===== src/rtl/delay_counter.sv =====
// -----------------------------------------------------------------------------
// delay_counter
//   One-shot delay timer used by the ST7735 LCD init sequencer for the panel
//   reset pulse and the long power-up waits. While start is held high the
//   block counts system clocks. Once N = CLOCK_SPEED_MHZ*US_DELAY cycles have
//   elapsed (N is at least 1), out goes high and stays high. Dropping start
//   clears the timer so that it is ready for the next wait.
//
// Ports
//   CLK    in  1  system clock, rising edge
//   RESET  in  1  synchronous, active-high reset (has priority over start)
//   start  in  1  level enable: high = run/hold, low = clear
//   out    out 1  registered done flag
// -----------------------------------------------------------------------------
module delay_counter #(
  parameter int CLOCK_SPEED_MHZ = 12,
  parameter int US_DELAY        = 120000
) (
  input  logic CLK,
  input  logic RESET,
  input  logic start,
  output logic out
);

  // A zero-length delay still takes one start-high edge.
  localparam int N_RAW = CLOCK_SPEED_MHZ * US_DELAY;
  localparam int N     = (N_RAW < 1) ? 1 : N_RAW;
  localparam int W_RAW = $clog2(N + 1);
  localparam int W     = (W_RAW < 1) ? 1 : W_RAW;

  // Terminal count: the edge that sees cnt at this value raises out.
  localparam logic [W-1:0] CNT_LAST = W'(N - 1);

  logic [W-1:0] cnt;

  // Three behaviours share one register block:
  //   idle  (start low or reset)  -> everything cleared
  //   count (start high, out low) -> advance until the terminal count
  //   done  (start high, out high)-> hold; no wrap, no retrigger
  always_ff @(posedge CLK) begin
    if (RESET || !start) begin
      cnt <= '0;
      out <= 1'b0;
    end else if (!out) begin
      if (cnt == CNT_LAST) begin
        out <= 1'b1;
      end else begin
        cnt <= cnt + 1'b1;
      end
    end
  end

endmodule


===== config.mk =====
export PLATFORM = sky130hd
export DESIGN_NAME = delay_counter
export DESIGN_NICKNAME = d
export VERILOG_FILES = /design/src/rtl/delay_counter.sv
export SDC_FILE = /design/constraint.sdc
export NUM_CORES = 1
export LEC_CHECK = 0
export CAP_MARGIN = 20
export CORE_AREA = 2 2 46 48
export CTS_CLUSTER_DIAMETER = 60
export CTS_CLUSTER_SIZE = 8
export DETAILED_ROUTE_END_ITERATION = 8
export DIE_AREA = 0 0 48 50
export PLACE_DENSITY = 0.88
export SKIP_CTS_REPAIR_TIMING = 1
export SLEW_MARGIN = 20
export SYNTH_ARGS = -nofsm -noshare
export SYNTH_HDL_FRONTEND = slang
export SYNTH_SLANG_ARGS = --single-unit

===== constraint.sdc =====
create_clock -name CLK -period 4.75 [get_ports CLK]
set_input_delay 0.95 -clock CLK [delete_from_list [all_inputs] [get_ports CLK]]
set_output_delay 0.95 -clock CLK [all_outputs]
set_load 0.02 [all_outputs]

==> flow_metrics.env <==
export IMPL_tightest_slew_ns=0.702
export IMPL_slew_violations=0
export IMPL_ys_warn_count=0
export IMPL_ioPinCount=4
export IMPL_hold_viol=0
export IMPL_ys_flop_type="dfxtp_1"
export IMPL_p_leak_nw=0.399
export IMPL_grt_pass1_wl_um=3930
export IMPL_wl_per_cell_um=13.9
export IMPL_peakVddDrop_uv=182
export IMPL_yosysTopAreaCell="dfxtp_1"
export IMPL_max_freq_mhz=431
export IMPL_vias=927
export IMPL_grt_usage_pct=22.5
export IMPL_setup_tns_ns=0
export IMPL_wl_um=2140
export IMPL_required_ns=3.80
export IMPL_synth_edf_count=0
export IMPL_vias_per_cell=6.02
export IMPL_rsz0062_at_grt="no"
export IMPL_endpoint_kind="output pin"
export IMPL_nets=133
export IMPL_cts_inserted_buffers=3
export IMPL_io_buffers=3
export IMPL_clk_latency_ns=0.30
export IMPL_crit_buf_inv=1
export IMPL_drc=0
export IMPL_tritoncts="built"
export IMPL_start_util_pct=58.1
export IMPL_clock_root_buffer="clkbuf_4"
export IMPL_worstHoldPathType="flop to flop"
export IMPL_cp_arrival_ns=1.37
export IMPL_max_cap_violations=0
export IMPL_layoutNonFillerInstCount=154
export IMPL_grt_max_degree=18
export IMPL_avgSynthCellArea_sq_um=8.70
export IMPL_drt_iter0_drc=26
export IMPL_drive_gt1_share_pct=7.87
export IMPL_finClkSkew_ns=0.00559
export IMPL_fp_dieH_um=50
export IMPL_crit_path_cell_trace="clkdlybuf4s50_1"
export IMPL_clkTransAtPathRegs_ns=0.12
export IMPL_cts_sinks=22
export IMPL_critPathMaxFanout=6
export IMPL_ant_nets=0
export IMPL_dieArea_sq_um=2400
export IMPL_synth_area_sq_um=1100
export IMPL_powerDensity_nw_per_um2=241
export IMPL_critPathTopFamily="buffers and inverters"
export IMPL_outcome="complete, no violations"
export IMPL_finalCriticalPeriod_ns=2.32
export IMPL_synth_distinct_cells=34
export IMPL_postSynthCellCount=127
export IMPL_rows=16
export IMPL_dp_hpwl_um=1540
export IMPL_crit_type="flop to output pin"
export IMPL_ys_top_cells_by_area="dfxtp_1 40%, xnor2_1 7.1%, nor2_1 4.8%"
export IMPL_post_dp_cell_area_sq_um=1130
export IMPL_setup_viol_count_final=0
export IMPL_synth_nets=131
export IMPL_htree_levels=1
export IMPL_num_antenna_cells=0
export IMPL_start_kind="flop"
export IMPL_die_w_um=48
export IMPL_final_area_sq_um=1150
export IMPL_antenna_found_initial=0
export IMPL_gp_congestion=0.863
export IMPL_dr_pass1_iters=4
export IMPL_synthArstFlopShare_pct=0
export IMPL_slew_headroom_pct=53.1
export IMPL_rrSetupSlack_ns=2.67
export IMPL_place_inst=151
export IMPL_cts_buffer_depth=2
export IMPL_gr_total_overflow=0
export IMPL_synth_top_area_share_pct=39.9
export IMPL_yosysSeqAreaShare_pct=39.9
export IMPL_ys_seq_elements=22
export IMPL_grt_pass1_vias=896
export IMPL_slowest_stage="clkdlybuf4s50_1"
export IMPL_fin_crit_sh_pct=48.9
export IMPL_syn2layout_area_growth_pct=4.30
export IMPL_cpPeakStageDelay_ns=0.64
export IMPL_core_area_sq_um=1900
[kinds of logic after synthesis]
logic type	count (synthesis)	share of synthesized area, %
flops	22	39.9
simple gates	63	31.5
xor+xnor	11	8.72
compound gates	21	13.1
buf+inv	7	3.85
fa+ha+maj	1	1.13
mux	2	1.81
[sequential cells by signal (all words and copies together) (netlist names)]
| signal | flops |
|---|---|
| cnt | 21 |
| out | 1 |
[cells in the final DEF, fill, tap and decap left out]
cell	count
xnor2_1	9
nand4_1	7
and4_4	1
or3_1	1
and4_1	1
a31o_2	2
xor2_1	2
a21o_1	1
nand4_2	1
a2111oi_4	1
inv_1	1
or2_2	1
nand3_1	6
nor3_1	3
dfxtp_1	22
o21ai_0	5
clkbuf_4	3
and3_1	4
a31oi_1	4
clkdlybuf4s50_1	3
and3b_1	2
and2_1	3
nand2_1	11
a21oi_1	7
nand2b_1	3
mux2i_1	2
a211oi_1	1
nor2_1	14
nor4_1	1
ha_1	1
nor3_2	1
nand4bb_1	1
nor2b_1	2
[synth_stat cells, types with 2 or more instances]
cell / count
dfxtp_1: 22
a21oi_1: 7
clkbuf_1: 3
and3_1: 4
o21ai_0: 5
mux2i_1: 2
nor3_1: 3
nand2_1: 11
a31o_2: 2
xor2_1: 2
nor2b_1: 2
nand3_1: 6
nand4_1: 7
a31oi_1: 4
nand2b_1: 3
and3b_1: 2
xnor2_1: 9
buf_6: 2
and2_1: 3
nor2_1: 14
[layout make-up]
type / instances / area (sq um)
Sequential cell: 22 / 440
Multi-Input combinational cell: 98 / 622
Inverter: 1 / 3.75
Fill cell: 166 / 749
Tap cell: 27 / 33.8
Clock buffer: 3 / 22.5
Timing Repair Buffer: 3 / 30.0
[per-layer routing]
| metal | wire (um) | global-route usage [%] |
|---|---|---|
| met5 | 0 | 0 |
| met4 | 67 | 9.01 |
| met3 | 96 | 2.56 |
| met2 | 1030 | 33.8 |
| met1 | 943 | 32.0 |
[report_power, final]
| part | switching (mW) | internal (mW) |
|---|---|---|
| clock | 0.0533 | 0.0296 |
| combinational | 0.00521 | 0.00330 |
| sequential | 0.000754 | 0.185 |
[stage by stage]
stage / setup WS [ns] / hold slack (ns) / total power [mW] / utilization, %
after floorplan: 3.02 / 0.442 / 0.196 / -
after global placement: 2.38 / 0.454 / 0.198 / 59.4
after detailed placement: 2.31 / 0.471 / 0.199 / 59.4
after CTS: 2.41 / 0.487 / 0.279 / 60.6
after global routing: 2.37 / 0.528 / 0.286 / 60.6
final: 2.43 / 0.489 / 0.277 / 60.6
[worst paths after layout]
kind           start  endpoint  cells after the start
max              out       out                      1
min          cnt[15]   cnt[15]                      2
max reg2reg   cnt[0]    cnt[6]                      6
min reg2reg  cnt[15]   cnt[15]                      2
Note: power is estimated with default switching activity, not from simulation.
